===== config.mk =====
export PLATFORM = sky130hd
export DESIGN_NAME = fft_frame_sequencer
export DESIGN_NICKNAME = d
export VERILOG_FILES = /design/src/rtl/fft_frame_sequencer.sv
export SDC_FILE = /design/constraint.sdc
export NUM_CORES = 1
export LEC_CHECK = 0
export ABC_AREA = 1
export CAP_MARGIN = 20
export CORE_ASPECT_RATIO = 0.6
export CORE_MARGIN = 2
export CORE_UTILIZATION = 68
export CTS_CLUSTER_SIZE = 8
export DETAILED_ROUTE_END_ITERATION = 8
export DONT_BUFFER_PORTS = 1
export PLACE_DENSITY = 0.86
export REMOVE_ABC_BUFFERS = 1
export SETUP_SLACK_MARGIN = 0.2
export SKIP_CTS_REPAIR_TIMING = 1
export SYNTH_ARGS = -nofsm -noshare
export SYNTH_HDL_FRONTEND = slang
export SYNTH_SLANG_ARGS = --single-unit

===== constraint.sdc =====
create_clock -name clk -period 8.2 [get_ports clk]
set_input_delay 2.46 -clock clk [delete_from_list [all_inputs] [get_ports clk]]
set_output_delay 2.46 -clock clk [all_outputs]
set_load 0.03 [all_outputs]

===== src/rtl/fft_frame_sequencer.sv =====
// fft_frame_sequencer
//   Sequences one radar frame from the sample ROM streamer into the range-FFT core.
//   Sends a single FFT config word and then gates the streamer enable chirp by chirp.
//   The streamer output has no backpressure, so it is re-timed through a small FIFO.
//   Enables are issued only while the FIFO has room for every sample still in flight.
//   The FIFO drives an AXI-Stream master with tlast on the final beat of each chirp.
//   Idle gaps are inserted between chirps, and frame_done pulses once at frame end.
//
// Ports
//   clk, rst            clock, synchronous active-high reset
//   start, abort        frame start request (IDLE only) / abandon frame
//   busy, frame_done    status: not IDLE / one-cycle frame complete pulse
//   chirp_idx           current chirp number
//   src_enable          streamer enable (sample valid one cycle later)
//   src_tdata/tvalid    streamer output, no backpressure
//   cfg_tdata/tvalid/tready  FFT config stream (one beat per frame)
//   m_tdata/tvalid/tready/tlast  FFT sample stream
module fft_frame_sequencer #(
  parameter int unsigned          DATA_WIDTH        = 32,
  parameter int unsigned          SAMPLES_PER_CHIRP = 256,
  parameter int unsigned          CHIRPS_PER_FRAME  = 128,
  parameter int unsigned          GAP_CYCLES        = 16,
  parameter int unsigned          CFG_WIDTH         = 16,
  parameter logic [CFG_WIDTH-1:0] CFG_WORD          = CFG_WIDTH'(1),
  parameter int unsigned          FIFO_DEPTH        = 4,
  localparam int unsigned ChirpW = (CHIRPS_PER_FRAME > 1) ? $clog2(CHIRPS_PER_FRAME) : 1
) (
  input  logic                  clk,
  input  logic                  rst,
  input  logic                  start,
  input  logic                  abort,
  output logic                  busy,
  output logic                  frame_done,
  output logic [ChirpW-1:0]     chirp_idx,
  output logic                  src_enable,
  input  logic [DATA_WIDTH-1:0] src_tdata,
  input  logic                  src_tvalid,
  output logic [CFG_WIDTH-1:0]  cfg_tdata,
  output logic                  cfg_tvalid,
  input  logic                  cfg_tready,
  output logic [DATA_WIDTH-1:0] m_tdata,
  output logic                  m_tvalid,
  input  logic                  m_tready,
  output logic                  m_tlast
);

  localparam int unsigned SampW = $clog2(SAMPLES_PER_CHIRP + 1);
  localparam int unsigned OutW  = $clog2(SAMPLES_PER_CHIRP);
  localparam int unsigned PtrW  = $clog2(FIFO_DEPTH);
  localparam int unsigned CntW  = $clog2(FIFO_DEPTH + 1);
  localparam int unsigned GapW  = (GAP_CYCLES > 1) ? $clog2(GAP_CYCLES) : 1;

  localparam logic [SampW-1:0]  SampTotal = SampW'(SAMPLES_PER_CHIRP);
  localparam logic [OutW-1:0]   OutLast   = OutW'(SAMPLES_PER_CHIRP - 1);
  localparam logic [ChirpW-1:0] ChirpLast = ChirpW'(CHIRPS_PER_FRAME - 1);
  localparam logic [GapW-1:0]   GapLast   = GapW'((GAP_CYCLES > 0) ? GAP_CYCLES - 1 : 0);
  localparam logic [CntW:0]     DepthC    = (CntW + 1)'(FIFO_DEPTH);

  typedef enum logic [2:0] {StIdle, StCfg, StStream, StDrain, StGap, StDone} state_e;

  state_e             state_q, state_d;
  logic               busy_q, busy_d;
  logic               frame_done_q, frame_done_d;
  logic               cfg_tvalid_q, cfg_tvalid_d;
  logic               src_enable_q, src_enable_d;
  logic [ChirpW-1:0]  chirp_q, chirp_d;
  logic [SampW-1:0]   issued_q, issued_d;
  logic [OutW-1:0]    out_cnt_q, out_cnt_d;
  logic [GapW-1:0]    gap_cnt_q, gap_cnt_d;
  logic [PtrW-1:0]    wr_ptr_q, wr_ptr_d;
  logic [PtrW-1:0]    rd_ptr_q, rd_ptr_d;
  logic [CntW-1:0]    count_q, count_d;
  logic [CntW:0]      credit;
  logic [DATA_WIDTH-1:0] mem_q [FIFO_DEPTH];

  logic push, pop, last_acc;

  // Samples are only accepted while a chirp is active; anything else is stale.
  assign push     = src_tvalid && ((state_q == StStream) || (state_q == StDrain));
  assign m_tvalid = (count_q != '0);
  assign pop      = m_tvalid && m_tready;
  assign m_tlast  = m_tvalid && (out_cnt_q == OutLast);
  assign m_tdata  = mem_q[rd_ptr_q];
  assign last_acc = pop && m_tlast;

  assign busy       = busy_q;
  assign frame_done = frame_done_q;
  assign cfg_tvalid = cfg_tvalid_q;
  assign src_enable = src_enable_q;
  assign chirp_idx  = chirp_q;
  assign cfg_tdata  = CFG_WORD;

  always_comb begin
    state_d   = state_q;
    chirp_d   = chirp_q;
    issued_d  = issued_q;
    out_cnt_d = out_cnt_q;
    gap_cnt_d = gap_cnt_q;
    wr_ptr_d  = wr_ptr_q;
    rd_ptr_d  = rd_ptr_q;
    count_d   = count_q;

    if (push) wr_ptr_d = wr_ptr_q + PtrW'(1);
    if (pop) begin
      rd_ptr_d  = rd_ptr_q + PtrW'(1);
      out_cnt_d = m_tlast ? '0 : out_cnt_q + OutW'(1);
    end
    unique case ({push, pop})
      2'b10:   count_d = count_q + CntW'(1);
      2'b01:   count_d = count_q - CntW'(1);
      default: count_d = count_q;
    endcase

    if (src_enable_q) issued_d = issued_q + SampW'(1);

    unique case (state_q)
      StIdle: begin
        if (start) state_d = StCfg;
      end
      StCfg: begin
        if (cfg_tvalid_q && cfg_tready) begin
          state_d  = StStream;
          issued_d = '0;
        end
      end
      StStream: begin
        if (issued_q == SampTotal) state_d = StDrain;
      end
      StDrain: begin
        if (last_acc) begin
          if (chirp_q == ChirpLast) begin
            state_d = StDone;
          end else if (GAP_CYCLES == 0) begin
            state_d  = StStream;
            chirp_d  = chirp_q + ChirpW'(1);
            issued_d = '0;
          end else begin
            state_d   = StGap;
            gap_cnt_d = '0;
          end
        end
      end
      StGap: begin
        if (gap_cnt_q == GapLast) begin
          state_d  = StStream;
          chirp_d  = chirp_q + ChirpW'(1);
          issued_d = '0;
        end else begin
          gap_cnt_d = gap_cnt_q + GapW'(1);
        end
      end
      StDone: begin
        state_d = StIdle;
        chirp_d = '0;
      end
      default: state_d = StIdle;
    endcase

    if (abort) begin
      state_d   = StIdle;
      chirp_d   = '0;
      issued_d  = '0;
      out_cnt_d = '0;
      gap_cnt_d = '0;
      wr_ptr_d  = '0;
      rd_ptr_d  = '0;
      count_d   = '0;
    end

    // Next-cycle credit: the enable issued this cycle becomes the in-flight sample.
    credit = {1'b0, count_d} + {{CntW{1'b0}}, src_enable_q};

    busy_d       = (state_d != StIdle);
    frame_done_d = (state_d == StDone);
    cfg_tvalid_d = (state_d == StCfg);
    src_enable_d = (state_d == StStream) && (issued_d < SampTotal) && (credit < DepthC);
  end

  always_ff @(posedge clk) begin
    if (rst) begin
      state_q      <= StIdle;
      busy_q       <= 1'b0;
      frame_done_q <= 1'b0;
      cfg_tvalid_q <= 1'b0;
      src_enable_q <= 1'b0;
      chirp_q      <= '0;
      issued_q     <= '0;
      out_cnt_q    <= '0;
      gap_cnt_q    <= '0;
      wr_ptr_q     <= '0;
      rd_ptr_q     <= '0;
      count_q      <= '0;
    end else begin
      state_q      <= state_d;
      busy_q       <= busy_d;
      frame_done_q <= frame_done_d;
      cfg_tvalid_q <= cfg_tvalid_d;
      src_enable_q <= src_enable_d;
      chirp_q      <= chirp_d;
      issued_q     <= issued_d;
      out_cnt_q    <= out_cnt_d;
      gap_cnt_q    <= gap_cnt_d;
      wr_ptr_q     <= wr_ptr_d;
      rd_ptr_q     <= rd_ptr_d;
      count_q      <= count_d;
    end
  end

  // FIFO storage needs no reset; occupancy is tracked by count_q.
  always_ff @(posedge clk) begin
    if (push) mem_q[wr_ptr_q] <= src_tdata;
  end

endmodule


==> summary.txt, run 1 <==
CTS clk-pin slew, worst paths = 70 ps
Final setup viols = 0
vias per cell = 6.13
number of synthesized register bits = 172
clk_lat worst skew = 420 ps
DRC viols = 0
drt first pass iters = 6
Worst Tran Pin Value = 1050 ps
Leak = 2.74 nW
synthesis-to-layout area growth = 9.87%
period utilisation layout = 0.642
ys flop type = edfxtp_1
CTS tree = yes
Max-slew headroom = 0.297
fin nets = 687
DP Worst Slack = 3150 ps
critical path class = flop to output pin
CTS sink count = 172
Worst Path Max Fanout = 32
Mapped Area = 0.00710 mm^2
DR WL/cell = 19.1 um
GP Congestion = 0.851
post-synth cell types = 43
Non-Filler Instances = 786
Async SR Flop Fraction = 0
Num CTS Buffers = 17
most common cell after layout, fill and taps aside = edfxtp_1
# diodes = 0
worst setup path endpoint = m_tdata[21]
grt ovf = 0
Reg area = 0.00473 mm^2
min Tclk post-route = 5270 ps
antenna-violating nets left = 0
R2R Path End = src_enable
# rows = 28
RSZ-0062 raised after global routing = no
Worst Skew = 7.89 ps
CP peak stage delay = 750 ps
Initial Util = 0.709
CP Cell Sequence = buf_16, inv_1, o21ai_0, o22ai_1
largest net degree at the start of global routing = 66
Max VDD drop = 0.207 mV
vias in the first global route = 4770
gr usage total = 0.273
most frequent cells in the layout = edfxtp_1, nor2_1, o21ai_0
share of layout cells above drive strength 1 = 0.0922
outcome = finished, final reports clean
pwr dens = 225 mW/mm^2
DRT iter0 DRCs = 437
post-synth top area cell = edfxtp_1
worst min path class = flop to flop
Worst R2R Path Depth = 12
Critical Path AT = 2810 ps
Post-synth EDFFs = 128
Max Cap Violations = 0
root buf cell = clkbuf_16
synth warn = 0
input/output buffers = 0
initial antenna violation count = 0
Synth area leaders = edfxtp_1, dfxtp_1, nor2_1
H-tree depth = 4
Post-Place Cells = 751
filler instances = 571
Final Worst Setup Slack = 2930 ps
synthesized netlist cell count = 638
Die Ht = 83.2 um
CP Launch Type = flop
register area share after synthesis = 0.665
IO Count = 100
R2R Setup Slk = 6020 ps
Critical Path Slowest Stage Cell = inv_1
die extent in x = 136 um
Achievable Freq = 0.190 GHz
HPWL Detailed = 9.07 mm
setup TNS = 0 ps
Core Box Area = 0.0100 mm^2
final hold viol count = 0
Avg Inst Size Synth = 11.1 um^2
Req. time, crit path = 5740 ps
CTS max path bufs = 2
first-pass GRT wire length = 23.4 mm
Yosys top cell area share = 0.541
vias = 4822
Multi-input gate area = 0.00206 mm^2
Worst setup EP type = output pin
final wirelength = 15.0 mm
total power = 0.00175 W
final max-slew violation count = 0
reg2reg start = state_q[2]
die area = 0.0113 mm^2
-- per-layer routing --
layer | vias up | track usage | wire (um)
met5 | - | 0 | 0
met1 | 2310 | 0.342 | 5880
met4 | 0 | 0.118 | 408
li1 | 2195 | - | -
met3 | 38 | 0.0958 | 1540
met2 | 279 | 0.433 | 7140
-- worst max-delay path, delay by kind of cell (launching register included) --
kind | cells | cell delay (ps)
AO/OA/AOI/OAI | 2 | 1040
buffers and inverters | 2 | 950
flip-flops | 1 | 380
-- flip-flops by register name, indices dropped and copies added, names as in the netlist, named ones only --
register / cells
out_cnt_q: 8
issued_q: 9
count_q: 3
frame_done: 1
state_q: 3
rd_ptr_q: 2
cfg_tvalid: 1
src_enable: 1
chirp_idx: 7
wr_ptr_q: 2
gap_cnt_q: 4
mem_q: 128
busy: 1
-- stage by stage --
stage	utilization	instance area [um^2]	hold slack, ps
3_5_place_dp	0.713	7150	474
2_1_floorplan	-	6940	444
6_report	0.779	7800	508
3_3_place_gp	0.713	7150	453
4_1_cts	0.772	7730	484
5_1_grt	0.779	7800	517
-- power breakdown --
group          switching, W  leakage, nW  internal, W  total [W]
logic             0.0000181        0.948   0.00000284  0.0000209
registers        0.00000182         1.51     0.000934   0.000936
clock network      0.000340        0.288     0.000456   0.000796
-- cell families after synthesis --
family | synth area share
buf+inv | 0.0555
compound gates | 0.0971
fa+ha+maj | 0.0187
xor+xnor | 0.0123
simple gates | 0.149
flops | 0.665
other cells | 0.00106
mux | 0.00141
-- Yosys cell counts (5+ instances only) --
| cell | number |
|---|---|
| nor2_1 | 114 |
| o21ai_0 | 69 |
| xnor2_1 | 5 |
| nand2_1 | 54 |
| buf_4 | 16 |
| nand4_1 | 5 |
| inv_1 | 44 |
| nor3_1 | 11 |
| dfxtp_1 | 44 |
| nand3_1 | 24 |
| a21oi_1 | 20 |
| edfxtp_1 | 128 |
| clkbuf_1 | 15 |
| ha_1 | 9 |
| xor2_1 | 5 |
| o22ai_1 | 32 |
-- worst min-delay path by stage --
stage / from / endpoint / slack, ps / cells after the start
after floorplan: rd_ptr_q[0] / flop / 440 / 1
after global placement: rd_ptr_q[0] / rd_ptr_q[0] / 450 / 1
after global routing: rd_ptr_q[0] / rd_ptr_q[0] / 520 / 1
final: gap_cnt_q[0] / gap_cnt_q[0] / 510 / 2
after detailed placement: rd_ptr_q[0] / flop / 470 / 1
after CTS: rd_ptr_q[1] / flop / 480 / 2
-- cell type report --
class,count,area share
clock inverters,14,0.0204
inverters,47,0.0229
clock buffers,18,0.0550
repair buffers,4,0.00962
well taps,135,0.0217
flip-flops and latches,172,0.606
multi-input cells,396,0.265
(Power assumes the default switching activity.)
==> inputs of run 2 (changes only) <==
CORE_UTILIZATION = 63   (was 68)
PLACE_DENSITY = 0.81   (was 0.86)
clock period = 5 ns   (was 8.2 ns; I/O delays follow)
==> summary.txt, run 2 (synthesis results as in run 1) <==
die area = 0.0122 mm^2 (+7.6%)
outcome = finished, final reports clean
Post-Place Cells = 757 (+0.80%)
filler instances = 681 (+19%)
DR WL/cell = 18.2 um (-4.6%)
grt ovf = 0 (unchanged)
CTS sink count = 172 (unchanged)
Non-Filler Instances = 789 (+0.38%)
largest net degree at the start of global routing = 65 (-1.5%)
vias per cell = 5.97 (-2.7%)
met3 routed wirelength = 1.33 mm (-14%)
antenna-violating nets left = 0 (unchanged)
most common cell after layout, fill and taps aside = edfxtp_1
share of layout cells above drive strength 1 = 0.0908 (-0.00140)
Reg area = 0.00473 mm^2 (unchanged)
Critical Path Slowest Stage Cell = inv_1
DRC viols = 0 (unchanged)
CP peak stage delay = 760 ps (about the same)
RSZ-0062 raised after global routing = no
DRT iter0 DRCs = 401 (-8.2%)
DR WL met2 = 6.78 mm (-5.2%)
min Tclk post-route = 4140 ps
initial antenna violation count = 0 (unchanged)
vias in the first global route = 4424 (-7.3%)
CTS clk-pin slew, worst paths = 70 ps (about the same)
Max Cap Violations = 0 (unchanged)
final hold slack = 474 ps (-33.2 ps)
highest routed layer = met4
first-pass GRT wire length = 22.3 mm (-4.6%)
most frequent cells in the layout = edfxtp_1, nor2_1, o21ai_0
Largest regs = mem_q: 128 flops, issued_q: 9 flops, out_cnt_q: 8 flops
Num CTS Buffers = 17 (unchanged)
Worst setup EP type = output pin
worst min path class = flop to flop
CP Launch Type = flop
Achievable Freq = 0.241 GHz
wl on met1 = 6.03 mm (+2.5%)
# diodes = 0 (unchanged)
final max-slew violation count = 0 (unchanged)
Core Box Area = 0.0108 mm^2 (+7.6%)
Die Ht = 86.2 um (+3.7%)
CTS tree = yes
GP Congestion = 0.885 (+4.0%)
fin nets = 686 (-0.15%)
Worst Tran Pin Value = 1070 ps (+15.1 ps)
final wirelength = 14.4 mm (-4.2%)
H-tree depth = 4 (unchanged)
Initial Util = 0.659 (-0.0498)
synthesis-to-layout area growth = 9.07%
max reg flops = 128 (unchanged)
Worst Path Max Fanout = 33 (+3.1%)
setup TNS = 0 ps (unchanged)
pwr dens = 368 mW/mm^2 (+64%)
critical path class = flop to output pin
Leak = 2.71 nW (-1.0%)
Max-slew headroom = 0.287 (-0.0101)
input/output buffers = 0 (unchanged)
clk_lat worst skew = 420 ps (about the same)
die extent in x = 141 um (+3.8%)
Core Util, Final = 0.719 (-0.0599)
CP Cell Sequence = buf_4, inv_1, o21ai_0, o22ai_1
HPWL Detailed = 9.03 mm (-0.46%)
Buf+Inv Stages, Crit Path = 2 (unchanged)
Multi-input gate area = 0.00206 mm^2 (unchanged)
CTS max path bufs = 2 (unchanged)
gr usage total = 0.240 (-0.0324)
# rows = 29 (+3.6%)
vias = 4709 (-2.3%)
Final setup viols = 0 (unchanged)
final hold viol count = 0 (unchanged)
Critical Path AT = 2640 ps (-170 ps)
Max VDD drop = 0.325 mV (+57%)
drt first pass iters = 4 (-2)
Req. time, crit path = 3500 ps (-2240 ps)
critical path's top delay family = buffers and inverters
period utilisation layout = 0.828
Worst Skew = 9.19 ps (+1.30 ps)
root buf cell = clkbuf_16
register with the most flip-flops = mem_q
IO Count = 100 (unchanged)
==> run 2: per-stage QoR <==
step	power, W	area [um^2]	setup WS, ps
floorplan	0.00159	6940	402
global placement	0.00160	7170	1330
detailed placement	0.00160	7170	1300
CTS	0.00287	7740	852
global route	0.00293	7740	735
finish	0.00285	7740	858
==> run 2: area by class of cell <==
type	count	area share
Clock buffer	17	0.0549
Multi-Input combinational cell	396	0.267
Inverter	47	0.0231
Tap cell	139	0.0225
Clock inverter	15	0.0199
Timing Repair Buffer	3	0.00291
Sequential cell	172	0.610
==> run 2: power breakdown <==
part | total (W) | switching (W) | leakage (nW) | internal (W)
Combinational | 0.0000343 | 0.0000296 | 0.931 | 0.00000464
Sequential | 0.00153 | 0.00000288 | 1.51 | 0.00153
Clock | 0.00128 | 0.000578 | 0.277 | 0.000706
==> run 2: per-layer routing <==
layer	vias up	global-route usage
li1	2202	-
met1	2275	0.317
met2	206	0.375
met3	26	0.0862
met4	0	0.0882
met5	-	0
==> run 2: worst paths after layout <==
| kind | depth (start not counted) | startpoint | slack [ps] | endpoint |
|---|---|---|---|---|
| max | 4 | flop | 860 | m_tdata[14] |
| min | 1 | rd_ptr_q[0] | 470 | flop |
| max reg2reg | 3 | state_q[2] | 2830 | mem_q[3][6] |
| min reg2reg | 1 | rd_ptr_q[0] | 470 | flop |
==> inputs of run 3 (changes only) <==
CORE_UTILIZATION = 57   (was 63)
PLACE_DENSITY = 0.77   (was 0.81)
clock period = 3.6 ns   (was 5 ns; I/O delays follow)
==> summary.txt, run 3 (synthesis results as in run 1) <==
outcome = finished, final reports clean
Worst Path Max Fanout = 45 (+36%)
DRT iter0 DRCs = 342 (-15%)
vias in the first global route = 4479 (+1.2%)
Switch Pwr = 0.000852 W (+40%)
CP Launch Type = flop
Largest regs = mem_q: 128 flops, issued_q: 9 flops, out_cnt_q: 8 flops
grt ovf = 0 (unchanged)
max reg flops = 128 (unchanged)
R2R Path End = src_enable
setup TNS = 0 ps (unchanged)
HPWL Detailed = 8.85 mm (-1.9%)
H-tree depth = 4 (unchanged)
Die Ht = 90.5 um (+4.9%)
IO Count = 100 (unchanged)
root buf cell = clkbuf_16
Leak = 2.84 nW (+4.7%)
Design Area, Final = 0.00797 mm^2 (+2.9%)
Worst R2R Path Depth = 11 (+8)
Combinational Power Share = 0.012 (about the same)
Critical Path AT = 2090 ps (-550 ps)
Achievable Freq = 0.315 GHz
CTS clk-pin slew, worst paths = 60 ps (about the same)
sequential share of power = 0.545 (+0.007)
input/output buffers = 0 (unchanged)
total power = 0.00391 W (+37%)
vias = 4650 (-1.3%)
Worst Skew = 13.9 ps (+4.75 ps)
register with the most flip-flops = mem_q
final hold viol count = 0 (unchanged)
Multi-input gate area = 0.00206 mm^2 (unchanged)
Worst setup EP type = output pin
final max-slew violation count = 0 (unchanged)
share of layout cells above drive strength 1 = 0.123 (+0.0324)
filler instances = 881 (+29%)
initial antenna violation count = 0 (unchanged)
final wirelength = 13.7 mm (-4.7%)
Worst Hold Depth = 2 (+1)
Max Cap Violations = 0 (unchanged)
Int Pwr = 0.00306 W (+36%)
Clk pwr share = 0.443 (-0.007)
CTS tree = yes
Non-Filler Instances = 839 (+6.3%)
antenna-violating nets left = 0 (unchanged)
first-pass GRT wire length = 22.1 mm (-1.1%)
Worst Tran Pin Value = 743 ps (-324 ps)
R2R Setup Slk = 1480 ps (-1350 ps)
vias per cell = 5.54 (-7.1%)
# rows = 31 (+6.9%)
Reg area = 0.00473 mm^2 (unchanged)
Core Box Area = 0.0121 mm^2 (+12%)
Initial Util = 0.587 (-0.0721)
RSZ-0062 raised after global routing = no
Max-slew headroom = 0.512 (+0.225)
gr usage total = 0.211 (-0.0290)
largest net degree at the start of global routing = 65 (unchanged)
synthesis-to-layout area growth = 12.2%
DRC viols = 0 (unchanged)
Area after DPL = 0.00739 mm^2 (+3.1%)
CTS sink count = 172 (unchanged)
GP Congestion = 0.806 (-9.0%)
Max VDD drop = 0.339 mV (+4.3%)
most common cell after layout, fill and taps aside = edfxtp_1
worst min path class = flop to flop
min Tclk post-route = 3170 ps
drt first pass iters = 5 (+1)
most frequent cells in the layout = edfxtp_1, nor2_1, o21ai_0
pwr dens = 491 mW/mm^2 (+33%)
# diodes = 0 (unchanged)
Core Util, Final = 0.658 (-0.0604)
period utilisation layout = 0.881
critical path class = flop to output pin
DR WL/cell = 16.3 um (-10%)
die area = 0.0134 mm^2 (+10%)
Post-Place Cells = 807 (+6.6%)
fin nets = 710 (+3.5%)
CTS max path bufs = 2 (unchanged)
die extent in x = 148 um (+5.0%)
reg2reg start = state_q[1]
clk_lat worst skew = 420 ps (about the same)
Final setup viols = 0 (unchanged)
Req. time, crit path = 2520 ps (-980 ps)
worst setup path endpoint = m_tdata[4]
switching share of power = 0.218 (+0.00378)
Num CTS Buffers = 17 (unchanged)
## run 3: cell types whose count changed in the layout (fill, tap and decap cells not counted), moves of 2 or more
cell | previous run | this run
inv_8 | 4 | 7
inv_6 | 5 | 0
clkinvlp_4 | 3 | 1
clkinv_4 | 1 | 5
buf_4 | 3 | 26
## run 3: layout make-up
type,instances,area share
Inverter,47,0.0225
Multi-Input combinational cell,396,0.259
Clock buffer,18,0.0539
Sequential cell,172,0.593
Clock inverter,14,0.0184
Timing Repair Buffer,27,0.0270
Tap cell,165,0.0259
## run 3: worst min path at each step
stage	from	slack, ps	to
final	rd_ptr_q[1]	490	rd_ptr_q[1]
after global routing	rd_ptr_q[1]	520	rd_ptr_q[1]
after CTS	rd_ptr_q[0]	480	flop
after detailed placement	rd_ptr_q[0]	470	flop
after global placement	rd_ptr_q[0]	450	flop
after floorplan	rd_ptr_q[0]	440	flop
## run 3: layer usage
layer | GRT usage | share of wire | vias up
met2 | 0.336 | 0.48 | 180
met1 | 0.280 | 0.43 | 2212
li1 | - | - | 2241
met4 | 0.0786 | 0.011 | 0
met5 | 0 | 0 | -
met3 | 0.0591 | 0.081 | 17
## run 3: through the flow
step                      hold slack (ps)  setup slack [ps]
after floorplan                       444              -578
after global placement                455               906
after detailed placement              467               889
after CTS                             480               428
after global routing                  520               268
final                                 487               428
## run 3: power by group through the flow
stage               Clock (W)  Sequential, W  Combinational, W
finish                0.00173        0.00213         0.0000469
global route          0.00185        0.00213         0.0000512
CTS                   0.00177        0.00213         0.0000462
detailed placement          0        0.00218         0.0000462
global placement            0        0.00217         0.0000456
floorplan                   0        0.00217         0.0000402
## run 3: critical path, cell delays in order (launching register included)
cell and delay, ps:
dfxtp_2 320, clkinv_1 470, buf_12 390, o21ai_0 170
o22ai_1 130, buf_4 190
